==> config.mk <==
export PLATFORM = sky130hd
export DESIGN_NAME = alu_arbiter
export DESIGN_NICKNAME = d
export VERILOG_FILES = /design/src/rtl/alu_arbiter.sv
export SDC_FILE = /design/constraint.sdc
export NUM_CORES = 1
export LEC_CHECK = 0
export ABC_AREA = 1
export CORE_MARGIN = 2
export CORE_UTILIZATION = 41
export CTS_CLUSTER_SIZE = 28
export DETAILED_ROUTE_END_ITERATION = 8
export GPL_TIMING_DRIVEN = 0
export PLACE_DENSITY = 0.81
export SLEW_MARGIN = 20
export SYNTH_ARGS = -nofsm -noshare
export SYNTH_HDL_FRONTEND = slang
export SYNTH_SLANG_ARGS = --single-unit
==> constraint.sdc <==
create_clock -name clk -period 2.1 [get_ports clk]
set_input_delay 0.525 -clock clk [delete_from_list [all_inputs] [get_ports clk]]
set_output_delay 0.525 -clock clk [all_outputs]
set_load 0.02 [all_outputs]
==> src/rtl/alu_arbiter.sv <==
// ---------------------------------------------------------------------------
// alu_arbiter
//
// Shares one combinational ALU between four requesters. A three-state FSM
// (IDLE -> EXEC -> RESP -> IDLE) grants one requester at a time, drives that
// requester's latched operands and select code to the ALU, registers the ALU
// result and holds it as a response until the consumer accepts it.
//
// Configuration macro:
//   ALU_ARB_FIXED_PRIO_EN  defined   : fixed priority, requester 0 highest,
//                                      no round-robin pointer.
//                          undefined : round-robin arbitration (default).
//
// Parameters:
//   N      ALU operand width; the ALU result is 2*N bits.
//
// Ports:
//   clk           in   1      clock, rising edge
//   reset         in   1      synchronous, active-high reset
//   req_valid     in   4      per-requester operation pending
//   req_ready     out  4      one-hot grant (IDLE only)
//   req_op1       in   4*N    packed operand1, requester i at [i*N +: N]
//   req_op2       in   4*N    packed operand2, same packing
//   req_sel       in   16     packed ALU select, requester i at [i*4 +: 4]
//   alu_operand1  out  N      operand1 to the shared ALU
//   alu_operand2  out  N      operand2 to the shared ALU
//   alu_select    out  4      select code to the shared ALU
//   alu_out       in   2*N    combinational ALU result
//   resp_valid    out  1      response available
//   resp_id       out  2      requester owning the response
//   resp_result   out  2*N    registered ALU result
//   resp_ready    in   1      consumer accepts the response
// ---------------------------------------------------------------------------
module alu_arbiter #(
  parameter int N = 4
) (
  input  logic                 clk,
  input  logic                 reset,
  input  logic [3:0]           req_valid,
  output logic [3:0]           req_ready,
  input  logic [4*N-1:0]       req_op1,
  input  logic [4*N-1:0]       req_op2,
  input  logic [15:0]          req_sel,
  output logic [N-1:0]         alu_operand1,
  output logic [N-1:0]         alu_operand2,
  output logic [3:0]           alu_select,
  input  logic [2*N-1:0]       alu_out,
  output logic                 resp_valid,
  output logic [1:0]           resp_id,
  output logic [2*N-1:0]       resp_result,
  input  logic                 resp_ready
);

  localparam int NREQ = 4;

  localparam logic [1:0] ST_IDLE = 2'd0;
  localparam logic [1:0] ST_EXEC = 2'd1;
  localparam logic [1:0] ST_RESP = 2'd2;

  // -------------------------------------------------------------------------
  // State and datapath registers
  // -------------------------------------------------------------------------
  logic [1:0]       r_state;
  logic [N-1:0]     r_op1;
  logic [N-1:0]     r_op2;
  logic [3:0]       r_sel;
  logic [1:0]       r_id;
  logic [2*N-1:0]   r_result;
`ifndef ALU_ARB_FIXED_PRIO_EN
  logic [1:0]       r_rr_ptr;
`endif

  // -------------------------------------------------------------------------
  // Per-requester views of the packed request buses
  // -------------------------------------------------------------------------
  logic [N-1:0]     w_lane_op1 [NREQ];
  logic [N-1:0]     w_lane_op2 [NREQ];
  logic [3:0]       w_lane_sel [NREQ];

  genvar gi;
  generate
    for (gi = 0; gi < NREQ; gi++) begin : g_lane
      assign w_lane_op1[gi] = req_op1[gi*N +: N];
      assign w_lane_op2[gi] = req_op2[gi*N +: N];
      assign w_lane_sel[gi] = req_sel[gi*4 +: 4];
    end
  endgenerate

  // -------------------------------------------------------------------------
  // Arbitration
  //
  // The search walks offsets from the highest down to the lowest so that the
  // last assignment made is the one closest to the search start; that one is
  // the winner.
  // -------------------------------------------------------------------------
  logic             w_any;
  logic [1:0]       w_winner;

  always_comb begin : p_arb
    logic [1:0] v_idx;
    w_any    = 1'b0;
    w_winner = 2'd0;
    v_idx    = 2'd0;
    for (int k = NREQ - 1; k >= 0; k--) begin
`ifdef ALU_ARB_FIXED_PRIO_EN
      v_idx = 2'(k);
`else
      // Two-bit addition wraps 3 -> 0 naturally.
      v_idx = r_rr_ptr + 2'(k);
`endif
      if (req_valid[v_idx]) begin
        w_any    = 1'b1;
        w_winner = v_idx;
      end
    end
  end

  // -------------------------------------------------------------------------
  // Grant generation
  //
  // Grants are only offered from IDLE. They are also suppressed while reset
  // is asserted so that nothing appears to be accepted on a reset edge.
  // -------------------------------------------------------------------------
  logic             w_idle;
  logic [3:0]       w_grant;
  logic             w_accept;

  assign w_idle = (r_state == ST_IDLE);

  generate
    for (gi = 0; gi < NREQ; gi++) begin : g_grant
      assign w_grant[gi] = w_idle && !reset && w_any && (w_winner == 2'(gi));
    end
  endgenerate

  // The grant is derived from a valid bit, so any grant is an acceptance.
  assign w_accept  = |(w_grant & req_valid);
  assign req_ready = w_grant;

  // -------------------------------------------------------------------------
  // FSM and datapath
  // -------------------------------------------------------------------------
  always_ff @(posedge clk) begin
    if (reset) begin
      r_state  <= ST_IDLE;
      r_op1    <= '0;
      r_op2    <= '0;
      r_sel    <= '0;
      r_id     <= '0;
      r_result <= '0;
`ifndef ALU_ARB_FIXED_PRIO_EN
      r_rr_ptr <= '0;
`endif
    end else begin
      case (r_state)
        ST_IDLE: begin
          if (w_accept) begin
            r_op1    <= w_lane_op1[w_winner];
            r_op2    <= w_lane_op2[w_winner];
            r_sel    <= w_lane_sel[w_winner];
            r_id     <= w_winner;
`ifndef ALU_ARB_FIXED_PRIO_EN
            r_rr_ptr <= w_winner + 2'd1;
`endif
            r_state  <= ST_EXEC;
          end
        end
        ST_EXEC: begin
          // The ALU has had a full cycle to settle on the latched operands.
          r_result <= alu_out;
          r_state  <= ST_RESP;
        end
        ST_RESP: begin
          if (resp_ready) begin
            r_state <= ST_IDLE;
          end
        end
        default: begin
          r_state <= ST_IDLE;
        end
      endcase
    end
  end

  // -------------------------------------------------------------------------
  // Outputs
  // -------------------------------------------------------------------------
  // The ALU sees zeros while idle so it never toggles on stale operands.
  assign alu_operand1 = w_idle ? '0 : r_op1;
  assign alu_operand2 = w_idle ? '0 : r_op2;
  assign alu_select   = w_idle ? '0 : r_sel;

  assign resp_valid   = (r_state == ST_RESP);
  assign resp_id      = r_id;
  assign resp_result  = r_result;

endmodule

==> summary.md <==
| Metric | Value |
|---|---|
| Worst-Skew Late Latency | `280 ps` |
| Mapped Nets | `383` |
| Final core utilization | `75.1%` |
| Area Overhead vs Synth | `77.5%` |
| Global-route wire length before repair | `9960 um` |
| Failing checks | `setup timing` |
| Final critical-path share of the clock period | `116%` |
| Most repeated cell in the gate-level netlist after synthesis | `sky130_fd_sc_hd__nand2_1` |
| DP Area | `2800 um^2` |
| Number of placed cells counting well taps | `460` |
| Number of buffer cells added on primary ports | `88` |
| Transition time at the pin with the least slew margin | `546 ps` |
| Worst Setup Slack post-DPL | `-1220 ps` |
| Via Count | `2472` |
| Number of enable flip-flop cells after synthesis | `0` |
| Initial core utilization | `42.3%` |
| Period minus WS final | `2440 ps` |
| Setup repair after global routing missed its margin | `true` |
| CP max stage delay | `380 ps` |
| Initial detailed-routing violation count | `111` |
| Crit start category | `flip-flop` |
| Maximum clock path buffer count | `2` |
| Area share of the largest cell type after synthesis | `28.5%` |
| Post-Synthesis Mean Instance Area | `5.72 um^2` |
| Min-delay worst type | `flip-flop to flip-flop` |
| Setup TNS Final | `-1210 ps` |
| Leading post-synthesis cells by cell area | `sky130_fd_sc_hd__dfxtp_1, sky130_fd_sc_hd__nand2_1, sky130_fd_sc_hd__nand3_1` |
| Number of endpoints with negative hold slack in the final report | `0` |
| Clock root buffer | `sky130_fd_sc_hd__clkbuf_8` |
| Remaining design rule violation count | `0` |
| Result of the run | `finished with violations` |
| Post-synthesis async set-or-reset flop share | `0%` |
| Register bit total from synthesis | `26` |
| Peak clock frequency supported by timing | `0.410 GHz` |
| Die ar. | `5010 um^2` |
| Critical Path, Cell by Cell | `clkbuf_16 > o21ai_4 > nand2_4 > nand2_2 > a21o_1 > nand2_1 > nand2_2 > inv_4 > buf_4 > nor2_4 > buf_6` |
| Cell type with the largest total area after synthesis | `sky130_fd_sc_hd__dfxtp_1` |
| Mapped Area | `1830 um^2` |
| Number of search-and-repair iterations in the first detailed-routing pass | `4` |
| Post-DR wirelength/cell | `13.2 um` |
| Crit path top cell by count | `sky130_fd_sc_hd__nand2_2` |
| CTS buffer count | `3` |
| Total Routing Usage GR | `24.1%` |
| Leading post-synthesis cells by instance count | `sky130_fd_sc_hd__nand2_1, sky130_fd_sc_hd__inv_1, sky130_fd_sc_hd__nand3_1, sky130_fd_sc_hd__nor2_1, sky130_fd_sc_hd__dfxtp_1` |
| Maximum net fanout on the critical path | `5` |
| ANT nets after route | `0` |
| Mean number of vias per cell | `5.07` |
| Number of buffer and inverter stages on the critical path | `4` |
| Reg clk slew, reported paths | `90 ps` |
| Number of instances in the synthesized netlist | `320` |
| Largest net degree at the start of global routing | `15` |
| DIE WIDTH | `70.8 um` |
| Total leakage power | `1.68 nW` |
| Core region area | `4320 um^2` |
| Number of nets in the layout | `500` |
| Post-detailed-placement half-perimeter wirelength | `4120 um` |
| Max transition margin | `63.5%` |
| Site row count | `24` |
| Worst hold slack across all endpoints | `499 ps` |
| TritonCTS clock tree | `yes` |
| Yosys Warn Count | `0` |
| Placer's final routability congestion estimate | `0.853` |
| Largest delay contributor family on the critical path | `buffers and inverters` |
| Cell variety after synth | `25` |
| Height of the die | `70.8 um` |
| Finished Layout Cells | `488` |
| Post-cts hold buffer count | `0` |
| Count of final setup violators | `4` |
| Ant diodes | `0` |
| Post-synthesis sequential area ratio | `28.5%` |
| Worst-case register-to-register setup slack | `130 ps` |
| Clock sink count | `26` |
| Fraction of final layout cells with drive strength greater than 1 | `21.8%` |
| Total congestion overflow | `0` |
| Final worst clock skew | `1.17 ps` |
| Cell with the largest stage delay on the worst path | `sky130_fd_sc_hd__dfxtp_4` |
| Peak VDD IR | `0.000553 V` |
| Kind of end point of the critical path | `primary output` |
| CTS H-Tree Depth | `1` |
| CP arrival | `1920 ps` |
| Power, Total | `2.91 mW` |
| Number of global-route vias before repair | `2301` |
| MaxCap Viol Count | `0` |
| Wirelength, routed | `6440 um` |
| Initial antenna violation count | `0` |
| Most used flip-flop cell after synthesis | `sky130_fd_sc_hd__dfxtp_1` |
| Final WS setup | `-341 ps` |
| Required arrival time at the worst endpoint | `1570 ps` |
| Type of the worst setup path | `flip-flop to primary output` |
| IO Pins | `90` |
| Number of max-slew violations in the final report | `0` |
| Power density over the cells | `895 nW/um^2` |
| Post-route cell area | `3250 um^2` |
==> kinds of logic after synthesis <==
family,after synthesis,share of synthesized area [%]
and+or+nand+nor,182,43.6
AOI/OAI and AO/OA,30,8.96
DFF,26,28.5
buffers and inverters,82,18.9
==> state kept, by name, summed over array words and instances, names as in the netlist <==
signal and flops:
r_op1 4, r_state 2, resp_id 2, r_rr_ptr 2, r_op2 4, resp_result 8, r_sel 4
==> cell usage in the layout (no fill, tap or decap), types with 2 or more instances in the layout <==
master                             n
sky130_fd_sc_hd__nand2_1          73
sky130_fd_sc_hd__clkdlybuf4s50_1  69
sky130_fd_sc_hd__inv_1            54
sky130_fd_sc_hd__nand3_1          49
sky130_fd_sc_hd__nor2_1           31
sky130_fd_sc_hd__buf_4            25
sky130_fd_sc_hd__dfxtp_1          24
sky130_fd_sc_hd__a21oi_1          15
sky130_fd_sc_hd__nand2_2          12
sky130_fd_sc_hd__dlygate4sd2_1    10
sky130_fd_sc_hd__inv_2             9
sky130_fd_sc_hd__buf_6             9
sky130_fd_sc_hd__o21ai_0           9
sky130_fd_sc_hd__clkbuf_8          5
sky130_fd_sc_hd__nand2_4           4
sky130_fd_sc_hd__nand3_4           4
sky130_fd_sc_hd__buf_8             3
sky130_fd_sc_hd__o21ai_4           3
sky130_fd_sc_hd__nor2_4            3
sky130_fd_sc_hd__inv_4             2
sky130_fd_sc_hd__nor2_2            2
sky130_fd_sc_hd__clkbuf_1          2
sky130_fd_sc_hd__buf_2             2
sky130_fd_sc_hd__clkbuf_2          2
sky130_fd_sc_hd__dfxtp_4           2
==> where the power goes <==
part / leakage, nW / total (mW) / internal (mW) / switching [mW]
logic: 1.43 / 1.93 / 0.880 / 1.05
registers: 0.216 / 0.644 / 0.586 / 0.0581
clock network: 0.0288 / 0.328 / 0.168 / 0.160
total: 1.68 / 2.91 / 1.63 / 1.27
==> worst reg2reg max path, stage by stage, from the launching register on <==
cell and delay, ps:
sky130_fd_sc_hd__dfxtp_4 380, sky130_fd_sc_hd__buf_4 150, sky130_fd_sc_hd__o21ai_4 200, sky130_fd_sc_hd__nand2_2 110
sky130_fd_sc_hd__nand3_4 90, sky130_fd_sc_hd__nand2_2 70, sky130_fd_sc_hd__nand2_4 90, sky130_fd_sc_hd__buf_4 110
sky130_fd_sc_hd__buf_4 150, sky130_fd_sc_hd__buf_6 150, sky130_fd_sc_hd__nand3_1 80, sky130_fd_sc_hd__nand3_1 100
sky130_fd_sc_hd__nand3_1 90, sky130_fd_sc_hd__nand2_1 80, sky130_fd_sc_hd__inv_1 40
==> layer usage <==
metal | track usage (%) | vias to the layer above | share of wire (%)
met5 | 0 | - | 0
li1 | - | 1206 | -
met4 | 8.39 | 0 | 3.6
met2 | 45.5 | 99 | 54
met1 | 27.5 | 1139 | 38
met3 | 3.42 | 28 | 4.6
==> final timing paths <==
kind             endpoint        start  cells after the start
max          req_ready[0]  r_rr_ptr[0]                     11
min            resp_id[0]   resp_id[0]                      2
max reg2reg      r_op2[0]  r_rr_ptr[0]                     14
min reg2reg    resp_id[0]   resp_id[0]                      2
==> cell type report <==
type | count | area [um^2]
multi-input cells | 212 | 1120
repair buffers | 113 | 1080
flip-flops and latches | 26 | 528
well taps | 52 | 65.1
plain buffers | 14 | 136
fillers | 325 | 1080
inverters | 67 | 262
clock buffers | 4 | 55.1
==> repair_timing <==
item | 4_1_cts | 5_1_grt
endpoints found under the setup margin | 14 | 16
pin swaps | 17 | 10
resized for setup | 81 | 31
buffers inserted | 18 | 6
cloned | 0 | 2
(Power assumes the default switching activity.)
